`config.mk`:
```
export PLATFORM = sky130hd
export DESIGN_NAME = spill_slot_scheduler
export DESIGN_NICKNAME = d
export VERILOG_FILES = /design/src/rtl/spill_slot_scheduler.sv
export SDC_FILE = /design/constraint.sdc
export NUM_CORES = 1
export LEC_CHECK = 0
export ABC_AREA = 1
export CAP_MARGIN = 10
export CORE_MARGIN = 2
export CORE_UTILIZATION = 40
export DETAILED_ROUTE_END_ITERATION = 12
export MAX_ROUTING_LAYER = met4
export SLEW_MARGIN = 30
export SYNTH_ARGS = -nofsm -noshare
export SYNTH_HDL_FRONTEND = slang
export SYNTH_SLANG_ARGS = --single-unit
```
`constraint.sdc`:
```
create_clock -name clk -period 13.1 [get_ports clk]
set_input_delay 1.965 -clock clk [delete_from_list [all_inputs] [get_ports clk]]
set_output_delay 1.965 -clock clk [all_outputs]
set_load 0.01 [all_outputs]
```
`src/rtl/spill_slot_scheduler.sv`:
```
// rtl/spill_slot_scheduler.sv - round-robin spill-slot allocator over a circular pool
// Regions are granted one per cycle and reclaimed strictly in allocation order.
module spill_slot_scheduler #(
    parameter int NREQ   = 8,
    parameter int SLOTS  = 256,
    parameter int ADDR_W = $clog2(SLOTS),
    parameter int IDW    = $clog2(NREQ)
) (
    input  logic              clk,
    input  logic              rst,
    input  logic [NREQ-1:0]   req_valid,
    input  logic [NREQ*8-1:0] req_n,
    input  logic [NREQ-1:0]   rel_valid,
    output logic              gnt_valid,
    output logic [IDW-1:0]    gnt_id,
    output logic [ADDR_W-1:0] gnt_base,
    output logic [7:0]        gnt_n,
    output logic [NREQ-1:0]   owned,
    output logic [ADDR_W:0]   used_slots,
    output logic              rec_valid,
    output logic [ADDR_W-1:0] rec_base,
    output logic [7:0]        rec_n,
    output logic              err
);

    logic [ADDR_W-1:0] head, tail;
    logic [ADDR_W:0]   used;
    logic [IDW-1:0]    rr;

    // Order FIFO; the base field is implied by tail since pops follow allocation order.
    logic [IDW-1:0]    f_id    [NREQ];
    logic [7:0]        f_n     [NREQ];
    logic [NREQ-1:0]   f_done;
    logic [IDW-1:0]    slot_of [NREQ];
    logic [IDW-1:0]    wr_ptr, rd_ptr;
    logic [IDW:0]      count;

    logic [NREQ-1:0]   legal, elig, rel_ok, owned_next;
    logic              found, grant, pop, err_set;
    logic [IDW-1:0]    cand, idx;
    logic [7:0]        cand_n;
    logic [ADDR_W:0]   free_slots, gadd, radd;

    always_comb begin
        legal  = '0;
        elig   = '0;
        rel_ok = '0;
        for (int i = 0; i < NREQ; i++) begin
            legal[i]  = (req_n[8*i +: 8] != 8'd0) && (int'(req_n[8*i +: 8]) <= SLOTS);
            elig[i]   = req_valid[i] && !owned[i] && legal[i];
            rel_ok[i] = owned[i] && !f_done[slot_of[i]];
        end
    end

    // Only the first eligible requester from rr is considered: no skipping past a misfit.
    always_comb begin
        found = 1'b0;
        cand  = '0;
        idx   = '0;
        for (int k = 0; k < NREQ; k++) begin
            idx = rr + IDW'(k);
            if (!found && elig[idx]) begin
                found = 1'b1;
                cand  = idx;
            end
        end
    end

    always_comb begin
        cand_n     = req_n[{cand, 3'b000} +: 8];
        free_slots = (ADDR_W+1)'(SLOTS) - used;
        grant      = found && (int'(cand_n) <= int'(free_slots));
        pop        = (count != '0) && f_done[rd_ptr];
        gadd       = grant ? (ADDR_W+1)'(cand_n) : '0;
        radd       = pop ? (ADDR_W+1)'(f_n[rd_ptr]) : '0;
        err_set    = (|(req_valid & ~owned & ~legal)) || (|(rel_valid & ~rel_ok));
        owned_next = owned;
        if (pop)
            owned_next[f_id[rd_ptr]] = 1'b0;
        if (grant)
            owned_next[cand] = 1'b1;
    end

    always_ff @(posedge clk or posedge rst) begin
        if (rst) begin
            head      <= '0;
            tail      <= '0;
            used      <= '0;
            rr        <= '0;
            owned     <= '0;
            f_done    <= '0;
            wr_ptr    <= '0;
            rd_ptr    <= '0;
            count     <= '0;
            gnt_valid <= 1'b0;
            gnt_id    <= '0;
            gnt_base  <= '0;
            gnt_n     <= '0;
            rec_valid <= 1'b0;
            rec_base  <= '0;
            rec_n     <= '0;
            err       <= 1'b0;
            for (int i = 0; i < NREQ; i++) begin
                f_id[i]    <= '0;
                f_n[i]     <= '0;
                slot_of[i] <= '0;
            end
        end else begin
            gnt_valid <= grant;
            rec_valid <= pop;
            owned     <= owned_next;
            used      <= used + gadd - radd;
            count     <= count + (IDW+1)'(grant) - (IDW+1)'(pop);
            err       <= err || err_set;
            for (int i = 0; i < NREQ; i++) begin
                if (rel_valid[i] && rel_ok[i])
                    f_done[slot_of[i]] <= 1'b1;
            end
            if (grant) begin
                gnt_id          <= cand;
                gnt_base        <= head;
                gnt_n           <= cand_n;
                head            <= head + ADDR_W'(cand_n);
                rr              <= cand + IDW'(1);
                f_id[wr_ptr]    <= cand;
                f_n[wr_ptr]     <= cand_n;
                f_done[wr_ptr]  <= 1'b0;
                slot_of[cand]   <= wr_ptr;
                wr_ptr          <= wr_ptr + IDW'(1);
            end
            if (pop) begin
                rec_base <= tail;
                rec_n    <= f_n[rd_ptr];
                tail     <= tail + ADDR_W'(f_n[rd_ptr]);
                rd_ptr   <= rd_ptr + IDW'(1);
            end
        end
    end

    assign used_slots = used;

endmodule

```
Yosys cells after proc, flatten, opt, wreduce, memory -nomap -nowiden

Cells that the tools add are included.
Widths: inputs -> output; s select.

Input bits: 82
Output and inout bits: 55
Logic and storage cells: 308
Register bits: 204

Shift operators: 1
Add/subtract/negate cells: 17
$lt $le $gt $ge: 37
Muxes and demuxes: 100
Reductions and logical operators: 90
Bitwise gates (word level): 22

Operator list:

| kind                | count |
|---|---|
| $mux 8              | 16 |
| $lt 3x4->1 const B  | 20 |
| $or 8x8->8          | 9 |
| $bwmux 64           | 1 |
| $reduce_bool 8->1   | 8 |
| $shiftx 64x7->8     | 1 |
| $logic_and 1x1->1   | 54 |
| $bmux 1 s3          | 17 |
| $bwmux 24           | 2 |
| $and 8x8->8         | 5 |
| $not 8->8           | 5 |
| $mux 1              | 36 |
| $mux 3              | 12 |
| $demux 1 s3         | 11 |
| $ge 3x1->1 const B  | 11 |
| $bmux 8 s3          | 1 |
| $demux 8 s3         | 1 |
| $logic_not 1->1     | 23 |
| $demux 3 s3         | 2 |
| $add 8x8->8         | 2 |
| $reduce_or 8->1     | 2 |
| $add 3x1->3 const B | 4 |
| $add 3x3->3 const B | 4 |
| $ge 4x4->1 const B  | 3 |
| 12 further kinds    | 17 |

Logic depth before layout (Yosys ltp)

Gate-level depths: netlist of run 1.

Depth in word-level cells: 33
Mapped depth: 47

Worst setup path after synthesis of run 1

No wires, ideal clock.

Path type: input-to-reg
Start: input req_n[44]
End: register used[8], in the netlist used_slots[8]
Stages: 43
Arrival: 7.228 ns
Buffers on the path: 3
Setup slack: 5.793 ns
Library setup time: 0.079 ns
Cells stage by stage: inv_1 -> nand2_1 -> nor2_1 -> nand2_1 -> nand3_1 -> nand3_2 -> nand3_1 -> nand2_1 -> nor2_4 -> nand4_4 -> nor2_4 -> nand3_2 -> nand3_2 -> nand2_4 -> buf_6 -> buf_4 -> o21ai_0 -> nand2_1 -> [... 7 more ...] -> a21oi_1 -> o21ai_0 -> nand3_1 -> nand2_1 -> inv_1 -> clkbuf_1 -> nand2_1 -> fa_1 -> inv_1 -> fa_1 -> nand3_1 -> nand2_1 -> a21oi_1 -> nor2_1 -> nor2_1 -> o21ai_0 -> a21oi_1 -> xor2_1

Word-level cells in the longest chain between the ends: 32

Ends and longest elaborated chain:

| element                      | RTL line | text |
|---|---|---|
| start: declaration           | 12       | `input logic [NREQ*8-1:0] req_n,` |
| $reduce_bool 8->1 (*)        | 49       | `legal[i] = (req_n[8*i +: 8] != 8'd0) && (int'(req_n[8*i +: 8]) <= SLOTS);` |
| $logic_and 1x1->1 (*)        | 50       | `elig[i] = req_valid[i] && !owned[i] && legal[i];` |
| $bmux 1 s3                   | 62       | `if (!found && elig[idx]) begin` |
| $mux 1 (implied by the code) | 62       |  |
| $mux 1                       | 62       |  |
| $logic_not 1->1              | 62       |  |
| $logic_and 1x1->1            | 62       |  |
| $mux 1                       | 62       |  |
| [... 17 more ...]            | n/a      |  |
| $mux 3 (*)                   | 62       |  |
| $shiftx 64x7->8 (*)          | 70       | `cand_n = req_n[{cand, 3'b000} +: 8];` |
| via cand_n[2]                | 41       | `logic [7:0] cand_n;` |
| $le 8x9->1                   | 72       | `grant = found && (int'(cand_n) <= int'(free_slots));` |
| $logic_and 1x1->1            | 72       |  |
| $mux 8 (*)                   | 74       | `gadd = grant ? (ADDR_W+1)'(cand_n) : '0;` |
| $add 9x8->9 (*)              | 112      | `used <= used + gadd - radd;` |
| $sub 9x8->9 (*)              | 112      |  |
| end signal: assignment       | 112      |  |
| end: declaration             | 27       | `logic [ADDR_W:0] used;` |

Mark *: on every way through the listed nets, which the timed path passes. The rest lies on a longest branch. The select of a mux whose other input is x is not followed.
A chain may end at the register's enable or synchronous reset.

Worst setup path after layout of run 1

Start: input req_n[9]
End: register used[7], in the netlist used_slots[7]

The elaborated chain is that of the path after synthesis.

==> flow_summary.yaml, run 1 <==
setup_path:
  endpoint_kind: "flip-flop"
  slowest_delay_ns: 0.69
  required_ns: 13.54
  critPathBufInv: 6
  path_common_cell: "nand2_1"
  start_kind: "primary input"
  cp_top_family: "simple AND/OR/NAND/NOR gates"
  slowest_stage: "clkinv_1"
  worst_ep_arrival_time_ns: 9.65
  crit_type: "in -> reg"
  path_max_fanout: 43
sta:
  worst_slew_pin_slew_ns: 0.962
  drv_slew: 0
  hold_viol: 0
  tns_ns: 0
  period_needed_ns: 9.22
  timing.final.crit_share: 0.703
  grt_setup_unrepaired: "false"
  timing.fmax_mhz: 109
  max_slew_margin: 0.356
  skew_ns: 0.0365
  setup_viol: 0
floorplanning:
  dieArea_um2: 33200
  core_um2: 31400
  num_rows: 65
  io_pins: 137
  dieHeight_um: 182
  start_util: 0.404
  die_x_um: 182
synth:
  synth-seq-cells: 204
  synth_top_family_by_area: "simple AND/OR/NAND/NOR gates"
  synth-async-reset-ratio: 1.00
  synth_enable_flop_cells: 0
  ys_seq_area_frac: 0.402
  synth_xor_area_frac: 0.0207
  synthDistinctLibCells: 56
  synth_nets: 1888
  ys.flop_type: "dfrtp_1"
  yosysWarnings: 0
  synth.area.mux_share: 0
  synth.cell_area_um2: 12700
  postSynthAreaPerCell_um2: 7.24
  synth_fa_ha_area_frac: 0.0588
  synth_compound_area_frac: 0.153
  syn_inst: 1753
  synthSimpleGateAreaFrac: 0.278
drt:
  vias: 12200
  vias_per_cell: 5.31
  detail-route-antenna-nets: 0
  wl_per_cell_um: 17.6
  drt_wl_total_um: 40500
  drtIter0Drc: 1094
  wl_met2_um: 19000
  met3WireLength_um: 2440
  top_layer: "met4"
  drc: 0
  dr.pass1.iters: 5
  wl_met1_um: 18300
clocking:
  cts_buffers: 24
  worst_skew_pair.late_latency_ns: 0.55
  cts_sinks: 204
  ctsHoldBuffers: 0
  cts_setup_buffers: 0
  htree_num_levels: 1
  cts_tree: "built"
  clockBufferDepth: 3
  post_cts_resized: 0
  cts-root-buf: "clkbuf_16"
  clk_pin_slew_ns: 0.06
global_route:
  globalRouteTotalUtil: 0.253
  grt_pass1_vias: 11700
  grt_max_degree: 96
  grt_pass1_wl_um: 64300
  grt_overflow_total: 0
  antenna_found_initial: 0
placed_design:
  hpwl_um: 29700
  place_congestion: 0.967
  port_buffers: 136
layout:
  drive_above_1_share: 0.0555
  syn2layout_area_growth_pct: 20.1
  insertedDiodeCount: 0
  nNetsFinal: 2011
run:
  cap_violations: 0
hold_path:
  hold_path_class: "reg -> reg"
outcome:
  status: "completed"
## registers in the layout, summed over array words and instances (netlist names), 4 cells and up
| register | flops |
|---|---|
| count | 4 |
| f_id | 24 |
| head | 8 |
| gnt_n | 8 |
| rec_n | 8 |
| used_slots | 9 |
| gnt_base | 8 |
| f_n | 64 |
| rec_base | 8 |
| slot_of | 24 |
| owned | 8 |
| f_done | 8 |
| tail | 8 |
## per-stage QoR
step / cell area (um2) / hold WS (ns) / std cells / worst slack (ns) / util
floorplan: 12700 / 0.442 / 1753 / 5.57 / -
global placement: 14400 / 0.453 / 2252 / 3.66 / 0.459
detailed placement: 14400 / 0.461 / 2252 / 3.56 / 0.459
CTS: 15200 / 0.478 / 2295 / 4.13 / 0.485
global route: 15200 / 0.492 / 2295 / 3.11 / 0.485
finish: 15200 / 0.476 / 2295 / 3.88 / 0.485
## Yosys cell counts (16+ instances only)
cell type / count / area, um2
nor2_1: 153 / 574
nor3_1: 34 / 170
inv_1: 205 / 769
nand2_1: 498 / 1870
o21ai_0: 178 / 891
o22ai_1: 16 / 100
o21ai_1: 55 / 275
dfrtp_1: 204 / 5100
clkbuf_1: 31 / 116
nand3_1: 91 / 455
a21oi_1: 65 / 325
ha_1: 42 / 526
xor2_1: 22 / 193
## logic make-up after synthesis
family	after synthesis
AOI/OAI and AO/OA	358
xor gates and xnor gates	30
adders and majority gates	53
buffers and inverters	274
DFF	204
and+or+nand+nor	834
## path summary, 6_finish.rpt
| kind | from | end | slack (ns) | depth (start not counted) |
|---|---|---|---|---|
| max | req_n[9] | used_slots[7] | 3.88 | 43 |
| min | f_n[29] | f_n[29] | 0.48 | 2 |
| max reg2reg | rr[0] | used_slots[7] | 4.80 | 40 |
| min reg2reg | f_n[29] | f_n[29] | 0.48 | 2 |
| max in group asynchronous | rst | slot_of[20] | 9.15 | 4 |
| min in group asynchronous | rst | head[6] | 1.92 | 2 |
## tightest hold or removal path: cells and delay by family (launching register included)
family	cells	cell delay, ns
DFF	1	0.34
and+or+nand+nor	2	0.10
## routing by layer
metal | vias to the layer above | track usage
met5 | - | -
met4 | 0 | 0.0490
met3 | 57 | 0.0329
met2 | 396 | 0.415
met1 | 5763 | 0.339
li1 | 5962 | -
## layout make-up
class                      instances  area (um2)
fill                            3153       16200
multi-input combinational       1275        6490
sequential                       204        5100
timing repair buffer             151        1470
inverter                         220         833
clock buffer                      36         736
tap                              402         503
clock inverter                     7        95.1
## placed cells by master, fill, tap and decap left out, drive strengths merged, types with 2 or more instances in the layout
cell           synthesis  routed
nand2                503     503
o21ai                235     235
inv                  219     217
dfrtp                204     204
nor2                 169     169
clkdlybuf4s50          0     136
nand3                 95      95
a21oi                 66      66
ha                    42      42
clkbuf                31      36
nor3                  34      34
xor2                  22      22
o22ai                 16      16
nand4                 16      16
buf                   23      15
fa                    11      11
nor4                  10      10
xnor2                  8       8
clkinv                 1       8
a31oi                  7       7
a221oi                 6       6
a211oi                 4       4
o221ai                 3       3
a2111oi                3       3
o211ai                 3       3
or2                    3       3
and2                   2       2
o311ai                 2       2
o2111ai                2       2
a41oi                  2       2
nand3b                 2       2
Power of run 1 is left out: the tool's default activity adds up to more than one toggle a clock period on the data nets, which glitch-free logic cannot reach.
==> run 2, diff against run 1 <==
==> constraint.sdc (replaced) <==
create_clock -name clk -period 8.15 [get_ports clk]
set_input_delay 1.2225 -clock clk [delete_from_list [all_inputs] [get_ports clk]]
set_output_delay 1.2225 -clock clk [all_outputs]
set_load 0.01 [all_outputs]
==> run 2 against run 1 <==
Compared with the run above:
- via count down 0.14%
- final area up 0.45%
- sequential cell count unchanged
- sequential share of layout area down 0.15 points
- global-route usage up 0.20 points
- routed wire length up 1.7%
- die area unchanged
- highest routed layer unchanged
==> flow_summary.yaml, run 2 (synthesized netlist as in run 1, its figures left out) <==
setup_path:
  cp-startpoint: "req_n[54]"
  r2r_cells: 39
  start_kind: "primary input"
  r2r-start: "rr[0]"
  path_common_cell: "nand2_1"
  slowest_stage: "fa_1"
  worst_ep_arrival_time_ns: 7.75
  critical_path.endpoint: "used_slots[8]"
  reg2reg_to: "used_slots[8]"
  reg2reg_slack_ns: 1.02
  required_ns: 8.60
  endpoint_kind: "flip-flop"
  slowest_delay_ns: 0.51
  path_max_fanout: 30
  crit_type: "in -> reg"
layout:
  final_common_cell: "nand2_1"
  reg.largest.list: "f_n x64, f_id x24, slot_of x24"
  insertedDiodeCount: 0
  layout_common_cells: "nand2_1, dfrtp_1, inv_1"
  nNetsFinal: 2016
  largest_reg_flops: 64
  drive_above_1_share: 0.0584
  fill_cells: 3130
  syn2layout_area_growth_pct: 20.6
  regMostFlops: "f_n"
clocking:
  cts-root-buf: "clkbuf_16"
  clk_pin_slew_ns: 0.06
  htree_num_levels: 1
  ctsHoldBuffers: 0
  worst_skew_pair.late_latency_ns: 0.53
  clockBufferDepth: 3
  post_cts_resized: 0
  cts_setup_buffers: 0
  cts_sinks: 204
  cts_tree: "built"
  cts_buffers: 25
sta:
  grt_setup_unrepaired: "false"
  worst_slew_pin_slew_ns: 0.951
  timing.final.crit_share: 0.896
  skew_ns: 0.0197
  drv_slew: 0
  hold_viol: 0
  period_needed_ns: 7.30
  setup_viol: 0
  max_slew_margin: 0.362
  tns_ns: 0
  timing.fmax_mhz: 137
drt:
  vias_per_cell: 5.28
  drtIter0Drc: 889
  dr.pass1.iters: 5
  drt_wl_total_um: 41200
  drc: 0
  vias: 12200
  detail-route-antenna-nets: 0
  wl_per_cell_um: 17.9
floorplanning:
  start_util: 0.404
  die_x_um: 182
  dieArea_um2: 33200
  io_pins: 137
  num_rows: 65
  core_um2: 31400
  dieHeight_um: 182
global_route:
  grt_overflow_total: 0
  grt_max_degree: 133
  grt_pass1_vias: 11800
  antenna_found_initial: 0
  globalRouteTotalUtil: 0.255
  grt_pass1_wl_um: 64800
hold_path:
  hold_path_class: "reg -> reg"
placed_design:
  hpwl_um: 30400
  place_congestion: 0.935
  port_buffers: 136
run:
  cap_violations: 0
outcome:
  status: "completed"
[run 2: changes by cell type in the layout (fill, tap and decap cells not counted), moves of 2 or more]
cell and delta:
clkbuf_8 -5, clkinv_2 +3, clkbuf_1 +2, bufinv_16 +2, buf_4 +3
[run 2: how the worst min path moves through the flow]
stage | startpoint | to | slack [ns] | cells after the start
after floorplan | head[7] | head[7] | 0.44 | 2
after global placement | head[7] | head[7] | 0.45 | 2
after detailed placement | f_n[37] | f_n[37] | 0.46 | 2
after CTS | f_n[33] | f_n[33] | 0.48 | 2
after global routing | f_n[37] | f_n[37] | 0.50 | 2
final | f_n[33] | f_n[33] | 0.47 | 2
[run 2: layout make-up]
class / instances / area, um2 / area share
Sequential cell: 204 / 5100 / 0.334
Tap cell: 402 / 503 / 0.0329
Clock inverter: 12 / 159 / 0.0104
Multi-Input combinational cell: 1275 / 6490 / 0.424
Clock buffer: 34 / 699 / 0.0457
Timing Repair Buffer: 155 / 1510 / 0.0985
Inverter: 220 / 838 / 0.0548
[run 2: through the flow]
| step | instance area (um2) | setup slack (ns) | hold slack, ns | cells | utilization |
|---|---|---|---|---|---|
| detailed placement | 14400 | 0.404 | 0.461 | 2256 | 0.460 |
| global route | 15300 | 0.332 | 0.498 | 2302 | 0.487 |
| global placement | 14400 | 0.581 | 0.455 | 2256 | 0.460 |
| CTS | 15300 | 0.938 | 0.476 | 2302 | 0.487 |
| finish | 15300 | 0.848 | 0.472 | 2302 | 0.487 |
| floorplan | 12700 | 1.36 | 0.442 | 1753 | - |
[run 2: critical path, delay by kind of cell]
| family | cells | cell delay, ns |
|---|---|---|
| adder cells (fa/ha/maj) | 3 | 1.20 |
| AO/OA/AOI/OAI | 7 | 1.01 |
| XOR/XNOR | 1 | 0.18 |
| buffers and inverters | 4 | 1.05 |
| AND/OR/NAND/NOR | 25 | 3.04 |
[run 2: layer usage]
layer  GRT usage  share of wire
met4      0.0761          0.032
met2       0.405           0.46
met3      0.0297          0.049
met1       0.344           0.46
met5           -              0
Power of run 2 is left out for the same reason.
